<file path="config.mk">
export PLATFORM = sky130hd
export DESIGN_NAME = slot_table_flat
export DESIGN_NICKNAME = d
export VERILOG_FILES = /design/src/rtl/slot_pkg.sv /design/src/rtl/slot_table_if.sv /design/src/rtl/slot_entry.sv /design/src/rtl/slot_table.sv /design/src/flat_wrapper.sv
export SDC_FILE = /design/constraint.sdc
export NUM_CORES = 1
export LEC_CHECK = 0
export CAP_MARGIN = 20
export CORE_MARGIN = 2
export CORE_UTILIZATION = 65
export DETAILED_ROUTE_END_ITERATION = 10
export PLACE_DENSITY_LB_ADDON = 0.3
export SETUP_SLACK_MARGIN = 0.3
export SLEW_MARGIN = 20
export SYNTH_ARGS = -nofsm -noshare
export SYNTH_HDL_FRONTEND = slang
export SYNTH_SLANG_ARGS = --single-unit
</file>
<file path="constraint.sdc">
create_clock -name clk -period 5.6 [get_ports clk]
set_input_delay 0.84 -clock clk [delete_from_list [all_inputs] [get_ports clk]]
set_output_delay 0.84 -clock clk [all_outputs]
set_load 0.01 [all_outputs]
</file>
<file path="src/rtl/slot_pkg.sv">
// Shared definitions for the DMA slot descriptor table: field codes,
// slot status codes and sequencer states.
package slot_pkg;

  localparam int NUM_FIELDS = 6;

  typedef enum logic [2:0] {
    F_SRC_ADDR = 3'd0,
    F_SRC_SIZE = 3'd1,
    F_DES_ADDR = 3'd2,
    F_DES_SIZE = 3'd3,
    F_STATUS   = 3'd4,
    F_PROFILE  = 3'd5
  } field_e;

  typedef enum logic [1:0] {
    ST_IDLE    = 2'd0,
    ST_PENDING = 2'd1,
    ST_RUNNING = 2'd2,
    ST_DONE    = 2'd3
  } status_e;

  typedef enum logic [1:0] {
    S_IDLE   = 2'd0,
    S_RUN    = 2'd1,
    S_FINISH = 2'd2
  } seq_state_e;

  function automatic logic field_valid(input logic [2:0] f);
    return f <= 3'd5;
  endfunction

endpackage

</file>
<file path="src/rtl/slot_table_if.sv">
// Host register port plus sequencer issue port of the slot table.
interface slot_table_if #(
  parameter int IDX_WIDTH      = 2,
  parameter int DATA_WIDTH     = 32,
  parameter int SRC_ADDR_WIDTH = 32,
  parameter int SRC_SIZE_WIDTH = 26,
  parameter int DST_ADDR_WIDTH = 32,
  parameter int DST_SIZE_WIDTH = 26
) ();

  logic                      wr_en;
  logic [IDX_WIDTH-1:0]      wr_idx;
  logic [2:0]                wr_field;
  logic [DATA_WIDTH-1:0]     wr_data;
  logic [IDX_WIDTH-1:0]      rd_idx;
  logic [2:0]                rd_field;
  logic [DATA_WIDTH-1:0]     rd_data;

  logic                      seq_start;
  logic [IDX_WIDTH:0]        seq_count;
  logic                      seq_abort;
  logic                      seq_busy;
  logic                      seq_done;
  logic                      seq_err;

  logic                      cur_valid;
  logic                      cur_ack;
  logic [IDX_WIDTH-1:0]      cur_idx;
  logic [SRC_ADDR_WIDTH-1:0] cur_src_addr;
  logic [SRC_SIZE_WIDTH-1:0] cur_src_size;
  logic [DST_ADDR_WIDTH-1:0] cur_des_addr;
  logic [DST_SIZE_WIDTH-1:0] cur_des_size;

  modport master (
    output wr_en, wr_idx, wr_field, wr_data, rd_idx, rd_field,
    output seq_start, seq_count, seq_abort, cur_ack,
    input  rd_data, seq_busy, seq_done, seq_err,
    input  cur_valid, cur_idx, cur_src_addr, cur_src_size, cur_des_addr, cur_des_size
  );

  modport slave (
    input  wr_en, wr_idx, wr_field, wr_data, rd_idx, rd_field,
    input  seq_start, seq_count, seq_abort, cur_ack,
    output rd_data, seq_busy, seq_done, seq_err,
    output cur_valid, cur_idx, cur_src_addr, cur_src_size, cur_des_addr, cur_des_size
  );

endinterface

</file>
<file path="src/rtl/slot_entry.sv">
// One DMA slot descriptor: host-writable fields plus hardware status
// override and a saturating cycle profile counter.
module slot_entry
  import slot_pkg::*;
#(
  parameter int DATA_WIDTH     = 32,
  parameter int SRC_ADDR_WIDTH = 32,
  parameter int SRC_SIZE_WIDTH = 26,
  parameter int DST_ADDR_WIDTH = 32,
  parameter int DST_SIZE_WIDTH = 26,
  parameter int STATUS_WIDTH   = 2,
  parameter int PROFILE_WIDTH  = 32
) (
  input  logic                      clk,
  input  logic                      reset,
  input  logic [NUM_FIELDS-1:0]     i_we,
  input  logic [DATA_WIDTH-1:0]     i_wdata,
  input  logic                      i_stat_we,
  input  logic [STATUS_WIDTH-1:0]   i_stat_val,
  input  logic                      i_prof_clr,
  input  logic                      i_prof_inc,
  output logic [SRC_ADDR_WIDTH-1:0] o_src_addr,
  output logic [SRC_SIZE_WIDTH-1:0] o_src_size,
  output logic [DST_ADDR_WIDTH-1:0] o_des_addr,
  output logic [DST_SIZE_WIDTH-1:0] o_des_size,
  output logic [STATUS_WIDTH-1:0]   o_status,
  output logic [PROFILE_WIDTH-1:0]  o_profile
);

  logic [SRC_ADDR_WIDTH-1:0] r_src_addr;
  logic [SRC_SIZE_WIDTH-1:0] r_src_size;
  logic [DST_ADDR_WIDTH-1:0] r_des_addr;
  logic [DST_SIZE_WIDTH-1:0] r_des_size;
  logic [STATUS_WIDTH-1:0]   r_status;
  logic [PROFILE_WIDTH-1:0]  r_profile;

  always_ff @(posedge clk or negedge reset) begin
    if (!reset) begin
      r_src_addr <= '0;
      r_src_size <= '0;
      r_des_addr <= '0;
      r_des_size <= '0;
      r_status   <= '0;
      r_profile  <= '0;
    end else begin
      if (i_we[F_SRC_ADDR]) r_src_addr <= i_wdata[SRC_ADDR_WIDTH-1:0];
      if (i_we[F_SRC_SIZE]) r_src_size <= i_wdata[SRC_SIZE_WIDTH-1:0];
      if (i_we[F_DES_ADDR]) r_des_addr <= i_wdata[DST_ADDR_WIDTH-1:0];
      if (i_we[F_DES_SIZE]) r_des_size <= i_wdata[DST_SIZE_WIDTH-1:0];
      // Sequencer status updates win over a host write in the same cycle
      if (i_stat_we)
        r_status <= i_stat_val;
      else if (i_we[F_STATUS])
        r_status <= i_wdata[STATUS_WIDTH-1:0];
      if (i_prof_clr)
        r_profile <= '0;
      else if (i_we[F_PROFILE])
        r_profile <= i_wdata[PROFILE_WIDTH-1:0];
      else if (i_prof_inc && (r_profile != '1))
        r_profile <= r_profile + PROFILE_WIDTH'(1);
    end
  end

  assign o_src_addr = r_src_addr;
  assign o_src_size = r_src_size;
  assign o_des_addr = r_des_addr;
  assign o_des_size = r_des_size;
  assign o_status   = r_status;
  assign o_profile  = r_profile;

endmodule

</file>
<file path="src/rtl/slot_table.sv">
// Bank of DMA slot descriptors with indexed host access and a sequencer that
// issues slots 0..seq_count-1 in order to the downstream engine.
module slot_table
  import slot_pkg::*;
#(
  parameter int NUM_SLOTS      = 4,
  parameter int IDX_WIDTH      = 2,
  parameter int DATA_WIDTH     = 32,
  parameter int SRC_ADDR_WIDTH = 32,
  parameter int SRC_SIZE_WIDTH = 26,
  parameter int DST_ADDR_WIDTH = 32,
  parameter int DST_SIZE_WIDTH = 26,
  parameter int STATUS_WIDTH   = 2,
  parameter int PROFILE_WIDTH  = 32
) (
  input logic         clk,
  input logic         reset,
  slot_table_if.slave bus
);

  localparam logic [IDX_WIDTH:0] LP_NUM_SLOTS = (IDX_WIDTH+1)'(NUM_SLOTS);

  seq_state_e                r_state, w_state_nxt;
  logic [IDX_WIDTH-1:0]      r_cur_idx, w_cur_idx_nxt, w_cur_idx_inc;
  logic [IDX_WIDTH:0]        r_seq_count, w_seq_count_nxt;
  logic                      r_seq_err, w_seq_err_nxt;
  logic [DATA_WIDTH-1:0]     r_rd_data, w_rd_mux;

  logic                      w_start, w_ack, w_abort, w_advance;
  logic                      w_last, w_count_ok, w_host_ok;
  logic [NUM_SLOTS-1:0]      w_cur_sel, w_next_sel;
  logic [NUM_SLOTS-1:0]      w_stat_we, w_prof_clr, w_prof_inc;
  logic [STATUS_WIDTH-1:0]   w_stat_val [NUM_SLOTS];
  logic [NUM_FIELDS-1:0]     w_field_we [NUM_SLOTS];

  logic [SRC_ADDR_WIDTH-1:0] w_src_addr [NUM_SLOTS];
  logic [SRC_SIZE_WIDTH-1:0] w_src_size [NUM_SLOTS];
  logic [DST_ADDR_WIDTH-1:0] w_des_addr [NUM_SLOTS];
  logic [DST_SIZE_WIDTH-1:0] w_des_size [NUM_SLOTS];
  logic [STATUS_WIDTH-1:0]   w_status   [NUM_SLOTS];
  logic [PROFILE_WIDTH-1:0]  w_profile  [NUM_SLOTS];

  assign w_cur_idx_inc = r_cur_idx + IDX_WIDTH'(1);
  assign w_last        = ({1'b0, r_cur_idx} + (IDX_WIDTH+1)'(1)) == r_seq_count;
  assign w_count_ok    = (bus.seq_count != '0) && (bus.seq_count <= LP_NUM_SLOTS);

  // The slot being issued is locked against host writes
  assign w_host_ok = bus.wr_en
                  && ({1'b0, bus.wr_idx} < LP_NUM_SLOTS)
                  && field_valid(bus.wr_field)
                  && !((r_state == S_RUN) && (bus.wr_idx == r_cur_idx));

  always_ff @(posedge clk or negedge reset) begin
    if (!reset) begin
      r_state     <= S_IDLE;
      r_cur_idx   <= '0;
      r_seq_count <= '0;
      r_seq_err   <= 1'b0;
    end else begin
      r_state     <= w_state_nxt;
      r_cur_idx   <= w_cur_idx_nxt;
      r_seq_count <= w_seq_count_nxt;
      r_seq_err   <= w_seq_err_nxt;
    end
  end

  always_comb begin
    w_state_nxt     = r_state;
    w_cur_idx_nxt   = r_cur_idx;
    w_seq_count_nxt = r_seq_count;
    w_seq_err_nxt   = 1'b0;
    w_start         = 1'b0;
    w_ack           = 1'b0;
    w_abort         = 1'b0;
    w_advance       = 1'b0;
    case (r_state)
      S_IDLE: begin
        if (bus.seq_start) begin
          if (w_count_ok) begin
            w_state_nxt     = S_RUN;
            w_cur_idx_nxt   = '0;
            w_seq_count_nxt = bus.seq_count;
            w_start         = 1'b1;
          end else begin
            w_seq_err_nxt = 1'b1;
          end
        end
      end
      S_RUN: begin
        // Abort outranks an acknowledge arriving in the same cycle
        if (bus.seq_abort) begin
          w_state_nxt = S_IDLE;
          w_abort     = 1'b1;
        end else if (bus.cur_ack) begin
          w_ack = 1'b1;
          if (w_last) begin
            w_state_nxt = S_FINISH;
          end else begin
            w_cur_idx_nxt = w_cur_idx_inc;
            w_advance     = 1'b1;
          end
        end
      end
      S_FINISH: w_state_nxt = S_IDLE;
      default:  w_state_nxt = S_IDLE;
    endcase
  end

  always_comb begin
    for (int i = 0; i < NUM_SLOTS; i++) begin
      w_cur_sel[i]  = (r_cur_idx == IDX_WIDTH'(i));
      w_next_sel[i] = (w_cur_idx_inc == IDX_WIDTH'(i));
    end
  end

  always_comb begin
    w_stat_we  = '0;
    w_prof_clr = '0;
    w_prof_inc = '0;
    for (int i = 0; i < NUM_SLOTS; i++) begin
      w_stat_val[i] = STATUS_WIDTH'(ST_IDLE);
      w_field_we[i] = '0;
      if (w_start && (i == 0)) begin
        w_stat_we[i]  = 1'b1;
        w_stat_val[i] = STATUS_WIDTH'(ST_RUNNING);
        w_prof_clr[i] = 1'b1;
      end
      if ((r_state == S_RUN) && w_cur_sel[i]) begin
        w_prof_inc[i] = 1'b1;
        if (w_abort) begin
          w_stat_we[i]  = 1'b1;
          w_stat_val[i] = STATUS_WIDTH'(ST_IDLE);
        end else if (w_ack) begin
          w_stat_we[i]  = 1'b1;
          w_stat_val[i] = STATUS_WIDTH'(ST_DONE);
        end
      end
      if (w_advance && w_next_sel[i]) begin
        w_stat_we[i]  = 1'b1;
        w_stat_val[i] = STATUS_WIDTH'(ST_RUNNING);
        w_prof_clr[i] = 1'b1;
      end
      if (w_host_ok && (bus.wr_idx == IDX_WIDTH'(i)))
        w_field_we[i] = NUM_FIELDS'(1) << bus.wr_field;
    end
  end

  for (genvar g = 0; g < NUM_SLOTS; g++) begin : g_slot
    slot_entry #(
      .DATA_WIDTH     (DATA_WIDTH),
      .SRC_ADDR_WIDTH (SRC_ADDR_WIDTH),
      .SRC_SIZE_WIDTH (SRC_SIZE_WIDTH),
      .DST_ADDR_WIDTH (DST_ADDR_WIDTH),
      .DST_SIZE_WIDTH (DST_SIZE_WIDTH),
      .STATUS_WIDTH   (STATUS_WIDTH),
      .PROFILE_WIDTH  (PROFILE_WIDTH)
    ) u_entry (
      .clk        (clk),
      .reset      (reset),
      .i_we       (w_field_we[g]),
      .i_wdata    (bus.wr_data),
      .i_stat_we  (w_stat_we[g]),
      .i_stat_val (w_stat_val[g]),
      .i_prof_clr (w_prof_clr[g]),
      .i_prof_inc (w_prof_inc[g]),
      .o_src_addr (w_src_addr[g]),
      .o_src_size (w_src_size[g]),
      .o_des_addr (w_des_addr[g]),
      .o_des_size (w_des_size[g]),
      .o_status   (w_status[g]),
      .o_profile  (w_profile[g])
    );
  end

  always_comb begin
    w_rd_mux = '0;
    for (int i = 0; i < NUM_SLOTS; i++) begin
      if (bus.rd_idx == IDX_WIDTH'(i)) begin
        case (bus.rd_field)
          F_SRC_ADDR: w_rd_mux = DATA_WIDTH'(w_src_addr[i]);
          F_SRC_SIZE: w_rd_mux = DATA_WIDTH'(w_src_size[i]);
          F_DES_ADDR: w_rd_mux = DATA_WIDTH'(w_des_addr[i]);
          F_DES_SIZE: w_rd_mux = DATA_WIDTH'(w_des_size[i]);
          F_STATUS:   w_rd_mux = DATA_WIDTH'(w_status[i]);
          F_PROFILE:  w_rd_mux = DATA_WIDTH'(w_profile[i]);
          default:    w_rd_mux = '0;
        endcase
      end
    end
  end

  always_ff @(posedge clk or negedge reset) begin
    if (!reset) r_rd_data <= '0;
    else        r_rd_data <= w_rd_mux;
  end

  always_comb begin
    bus.cur_src_addr = '0;
    bus.cur_src_size = '0;
    bus.cur_des_addr = '0;
    bus.cur_des_size = '0;
    for (int i = 0; i < NUM_SLOTS; i++) begin
      if (w_cur_sel[i]) begin
        bus.cur_src_addr = w_src_addr[i];
        bus.cur_src_size = w_src_size[i];
        bus.cur_des_addr = w_des_addr[i];
        bus.cur_des_size = w_des_size[i];
      end
    end
  end

  assign bus.rd_data   = r_rd_data;
  assign bus.cur_idx   = r_cur_idx;
  assign bus.cur_valid = (r_state == S_RUN);
  assign bus.seq_busy  = (r_state != S_IDLE);
  assign bus.seq_done  = (r_state == S_FINISH);
  assign bus.seq_err   = r_seq_err;

endmodule

</file>
<file path="src/flat_wrapper.sv">
// flat-port wrapper written by rule: the top's interface ports become plain ports
module slot_table_flat import slot_pkg::*;
#(
  parameter int NUM_SLOTS      = 4,
  parameter int IDX_WIDTH      = 2,
  parameter int DATA_WIDTH     = 32,
  parameter int SRC_ADDR_WIDTH = 32,
  parameter int SRC_SIZE_WIDTH = 26,
  parameter int DST_ADDR_WIDTH = 32,
  parameter int DST_SIZE_WIDTH = 26,
  parameter int STATUS_WIDTH   = 2,
  parameter int PROFILE_WIDTH  = 32
)
  (clk, reset, bus_wr_en, bus_wr_idx, bus_wr_field, bus_wr_data, bus_rd_idx, bus_rd_field, bus_seq_start, bus_seq_count, bus_seq_abort, bus_cur_ack, bus_rd_data, bus_seq_busy, bus_seq_done, bus_seq_err, bus_cur_valid, bus_cur_idx, bus_cur_src_addr, bus_cur_src_size, bus_cur_des_addr, bus_cur_des_size);
  slot_table_if #(.IDX_WIDTH(IDX_WIDTH), .DATA_WIDTH(DATA_WIDTH), .SRC_ADDR_WIDTH(SRC_ADDR_WIDTH), .SRC_SIZE_WIDTH(SRC_SIZE_WIDTH), .DST_ADDR_WIDTH(DST_ADDR_WIDTH), .DST_SIZE_WIDTH(DST_SIZE_WIDTH)) bus_i ();
  input logic clk;
  input logic reset;
  input wire logic [$bits(bus_i.wr_en)-1:0] bus_wr_en;
  input wire logic [$bits(bus_i.wr_idx)-1:0] bus_wr_idx;
  input wire logic [$bits(bus_i.wr_field)-1:0] bus_wr_field;
  input wire logic [$bits(bus_i.wr_data)-1:0] bus_wr_data;
  input wire logic [$bits(bus_i.rd_idx)-1:0] bus_rd_idx;
  input wire logic [$bits(bus_i.rd_field)-1:0] bus_rd_field;
  input wire logic [$bits(bus_i.seq_start)-1:0] bus_seq_start;
  input wire logic [$bits(bus_i.seq_count)-1:0] bus_seq_count;
  input wire logic [$bits(bus_i.seq_abort)-1:0] bus_seq_abort;
  input wire logic [$bits(bus_i.cur_ack)-1:0] bus_cur_ack;
  output wire logic [$bits(bus_i.rd_data)-1:0] bus_rd_data;
  output wire logic [$bits(bus_i.seq_busy)-1:0] bus_seq_busy;
  output wire logic [$bits(bus_i.seq_done)-1:0] bus_seq_done;
  output wire logic [$bits(bus_i.seq_err)-1:0] bus_seq_err;
  output wire logic [$bits(bus_i.cur_valid)-1:0] bus_cur_valid;
  output wire logic [$bits(bus_i.cur_idx)-1:0] bus_cur_idx;
  output wire logic [$bits(bus_i.cur_src_addr)-1:0] bus_cur_src_addr;
  output wire logic [$bits(bus_i.cur_src_size)-1:0] bus_cur_src_size;
  output wire logic [$bits(bus_i.cur_des_addr)-1:0] bus_cur_des_addr;
  output wire logic [$bits(bus_i.cur_des_size)-1:0] bus_cur_des_size;
  assign bus_i.wr_en = bus_wr_en;
  assign bus_i.wr_idx = bus_wr_idx;
  assign bus_i.wr_field = bus_wr_field;
  assign bus_i.wr_data = bus_wr_data;
  assign bus_i.rd_idx = bus_rd_idx;
  assign bus_i.rd_field = bus_rd_field;
  assign bus_i.seq_start = bus_seq_start;
  assign bus_i.seq_count = bus_seq_count;
  assign bus_i.seq_abort = bus_seq_abort;
  assign bus_i.cur_ack = bus_cur_ack;
  assign bus_rd_data = bus_i.rd_data;
  assign bus_seq_busy = bus_i.seq_busy;
  assign bus_seq_done = bus_i.seq_done;
  assign bus_seq_err = bus_i.seq_err;
  assign bus_cur_valid = bus_i.cur_valid;
  assign bus_cur_idx = bus_i.cur_idx;
  assign bus_cur_src_addr = bus_i.cur_src_addr;
  assign bus_cur_src_size = bus_i.cur_src_size;
  assign bus_cur_des_addr = bus_i.cur_des_addr;
  assign bus_cur_des_size = bus_i.cur_des_size;
  slot_table #(.NUM_SLOTS(NUM_SLOTS), .IDX_WIDTH(IDX_WIDTH), .DATA_WIDTH(DATA_WIDTH), .SRC_ADDR_WIDTH(SRC_ADDR_WIDTH), .SRC_SIZE_WIDTH(SRC_SIZE_WIDTH), .DST_ADDR_WIDTH(DST_ADDR_WIDTH), .DST_SIZE_WIDTH(DST_SIZE_WIDTH), .STATUS_WIDTH(STATUS_WIDTH), .PROFILE_WIDTH(PROFILE_WIDTH)) u_core (.clk(clk), .reset(reset), .bus(bus_i));
endmodule
</file>
==> impl_metrics.csv, run 1 <==
group,metric,value,unit
status,status,"complete, no violations",
sta,rsz0062_at_grt,"no",
sta,fin_crit_sh,90.71,%
worst_setup_path,reg2reg_setup_slack,1.68,ns
power_and_ir_drop,power_density,432.2,nW/um2
drt,totalWireLength,132300,um
yosys,synthMuxAreaShare,18.18,%
sta,hold_violations,0,
drt,ant_nets,0,
drt,vias,31590,
yosys,yosysWarningCount,0,
sta,max_slew.worst_pin.slew,1.241,ns
floorplanning,core-area,52660,um2
yosys,synth.distinct_cells,72,
yosys,yosys.area.top_type_share,46.23,%
worst_setup_path,critPathBufInv,3,
drt,vias_per_cell,7.463,
yosys,ys.flop_type,"dfrtp_1",
floorplanning,fp.dieW,234.9,um
worst_setup_path,cp_top_family,"buffers and inverters",
sta,finClkSkew,0.02484,ns
grt,grt.overflow.total,0,
sta,setup_viol,0,
grt,grt.total_usage,47.29,%
clocking,cts_buffers,70,
yosys,netlist_area,34640,um2
grt,grt_pass1_wl,197900,um
worst_setup_path,crit_required,4.76,ns
yosys,yosysSeqAreaShare,46.23,%
yosys,synth_compound_area_share,17.15,%
placement,portBuffers,204,
yosys,avgSynthCellArea,10.05,um2
clocking,holdBufCountCts,0,
worst_hold_path,holdCritPathClass,"in2async",
yosys,synthSimpleGateAreaFrac,11.40,%
clocking,cts_htree_levels,3,
worst_setup_path,crit_path_start_kind,"flip-flop",
worst_setup_path,arrival,4.24,ns
clocking,cts-root-buf,"clkbuf_16",
layout,layout-drive-gt1-share,20.83,%
clocking,clk_pin_slew_worst_paths,0.06,ns
worst_setup_path,cp_max_fo,64,
placement,post-dp-hpwl,84560,um
worst_setup_path,crit_path_end_kind,"output port",
clocking,cts_buffer_depth,3,
floorplanning,rows,84,
layout,syn_to_final_growth,14.25,%
yosys,synth_top_family_by_area,"multiplexers",
yosys,ys_seq_elements,640,
power_and_ir_drop,p_leak,16.57,nW
grt,grt_pass1_vias,31130,
grt,antenna_found_initial,8,
clocking,cts_tree,"built",
drt,drtIter0Drc,5697,
yosys,netlist_instances,3445,
yosys,synth_edf_count,0,
sta,drv_slew,0,
yosys,synthAdderAreaFrac,0.3973,%
clocking,cts.sinks,640,
yosys,synthArstFlopShare,100.0,%
yosys,yosysTopAreaCell,"dfrtp_1",
worst_setup_path,crit_slowest_cell,"ha_4",
floorplanning,io_pins,205,
worst_setup_path,path_class,"reg2out",
floorplanning,die_area,55150,um2
yosys,synth-xor-area-share,2.807,%
worst_setup_path,slowest_delay,0.81,ns
clocking,postCtsSetupBuffers,0,
floorplanning,dieHeight,234.9,um
drt,wl_per_cell,31.25,um
sta,finalSetupTns,0,ns
drt,remaining_drc_errors,0,
sta,layout_min_cycle_time,5.080,ns
placement,gp_congestion,1.022,
yosys,synth_nets,3507,
power_and_ir_drop,vdd_drop_max,378.0,uV
worst_setup_path,crit_chain,"inv_1 > ha_4 > buf_4 > a22oi_1 > nor2_1 > a21oi_1 > o21ai_0 > clkdlybuf4s50_1",
flow_run,cap_violations,0,
grt,grt_max_degree,139,
clocking,ctsResizeCount,0,
layout,post-route-util,75.16,%
layout,final_nets,3551,
floorplanning,floorplan.initialDensity,65.79,%
drt,drtPass1Iterations,8,
yosys,ys_top_cells_by_area,"dfrtp_1 (46%), mux2_2 (15%), a22oi_1 (4.9%), a21oi_1 (4.7%), o21ai_0 (4.0%)",
clocking,clk_latency,0.64,ns
sta,maxSlewHeadroom,16.89,%
sta,fmax,196.9,MHz
[flip-flops by register name, indices dropped and copies added, names as in the netlist]
signal / count
u_core.r_state: 2
u_core.g_slot.u_entry.o_des_size: 104
u_core.g_slot.u_entry.o_src_addr: 128
u_core.bus.rd_data: 32
u_core.g_slot.u_entry.o_des_addr: 128
u_core.bus.seq_err: 1
u_core.bus.cur_idx: 2
u_core.g_slot.u_entry.o_src_size: 104
u_core.r_seq_count: 3
u_core.g_slot.u_entry.o_profile: 128
u_core.g_slot.u_entry.o_status: 8
[stage by stage]
step	total power (W)	instances	cell area (um2)	setup WS, ns	hold WS (ns)
after global routing	0.01766	4228	39560	0.4122	0.3059
final	0.01711	4233	39580	0.5201	0.2527
after detailed placement	0.01207	4105	37210	1.247	0.4861
after CTS	0.01686	4227	39550	0.5416	0.2732
after global placement	0.01186	4103	37160	1.443	0.4867
after floorplan	0.009675	3445	34640	2.423	0.4633
[cells in the mapped netlist (16+ instances only)]
master    number
and3_1        30
a31oi_1       16
inv_1         20
nand4_1       70
xor2_1        61
dfrtp_1      640
a221oi_1      18
a22oi_1      226
and2_1        18
clkbuf_1     226
a211oi_1      21
nor4_1        27
nor2_1       217
buf_1         49
buf_2         29
xnor2_1       50
mux2i_1       44
a22o_1        25
nor3_1        28
nand2_1      262
mux2_2       471
nand3_1      108
a21oi_1      325
mux4_2        24
o21ai_0      279
[where the power goes]
| part | internal [W] | switching, W |
|---|---|---|
| clock network | 0.00282 | 0.00200 |
| logic | 0.00234 | 0.00280 |
| registers | 0.00575 | 0.00139 |
| total | 0.0109 | 0.00619 |
[area by class of cell]
class	instances	area, um2
antenna	6	15.01
clock buffer	101	2085
clock inverter	21	260.3
fill	3541	13080
inverter	22	82.58
multi-input combinational	2471	17470
sequential	640	16020
tap	688	860.8
timing repair buffer	284	2786
[cell usage in the layout (no fill, tap or decap), types with 24 or more instances in the layout]
cell type,netlist,final
clkdlybuf4s50_1,0,200
nand2_1,262,257
mux2_2,471,471
nand4_1,70,70
buf_4,5,69
clkbuf_16,0,75
a22oi_1,226,226
and3_1,30,28
mux2i_1,44,44
a22o_1,25,25
nand3_1,108,108
nor2_1,217,208
nor4_1,27,27
mux4_2,24,24
xnor2_1,50,50
nor3_1,28,28
a21oi_1,325,323
dfrtp_1,640,640
o21ai_0,279,279
xor2_1,61,61
[worst paths after layout]
kind	start	end	cells past startpoint
max	u_core.bus.cur_idx[1]	bus_cur_src_addr[11]	8
min	reset	u_core.bus.seq_err	1
max reg2reg	u_core.bus.cur_idx[1]	u_core.g_slot[1].u_entry.o_profile[15]	8
min reg2reg	u_core.r_seq_count[2]	u_core.r_seq_count[2]	2
max in group asynchronous	reset	u_core.g_slot[0].u_entry.o_src_addr[16]	2
min in group clk	u_core.r_seq_count[2]	u_core.r_seq_count[2]	2
[worst register-to-register path, cell delays in order (launching register included)]
cell	delay (ns)
dfrtp_1	0.53
inv_1	0.26
ha_4	0.81
nand3b_1	0.30
or4_1	0.70
a31oi_2	0.65
nand3_1	0.25
xor2_1	0.20
a21oi_1	0.09
[logic make-up after synthesis]
| group | Yosys count |
|---|---|
| fa+ha+maj | 11 |
| flops | 640 |
| mux | 540 |
| buf+inv | 334 |
| compound gates | 977 |
| xor+xnor | 111 |
| simple gates | 832 |
[metal layers]
metal / part of all wire, % / up-vias / track usage, %
li1: - / 12740 / -
met1: 35 / 15350 / 60.02
met2: 42 / 2700 / 68.72
met3: 14 / 788 / 15.16
met4: 8.7 / 8 / 33.45
met5: 0.035 / - / 0
Note: power is estimated with default switching activity, not from simulation.
==> run 2: changes to the inputs <==
--- a/config.mk
+++ b/config.mk
@@ -8,6 +8,7 @@
 export CAP_MARGIN = 20
 export CORE_MARGIN = 2
 export CORE_UTILIZATION = 65
+export CTS_CLUSTER_DIAMETER = 200
 export DETAILED_ROUTE_END_ITERATION = 10
 export PLACE_DENSITY_LB_ADDON = 0.3
 export SETUP_SLACK_MARGIN = 0.3
==> results of run 2 <==
No change in the layout: final DEF, timing and power equal those of run 1.
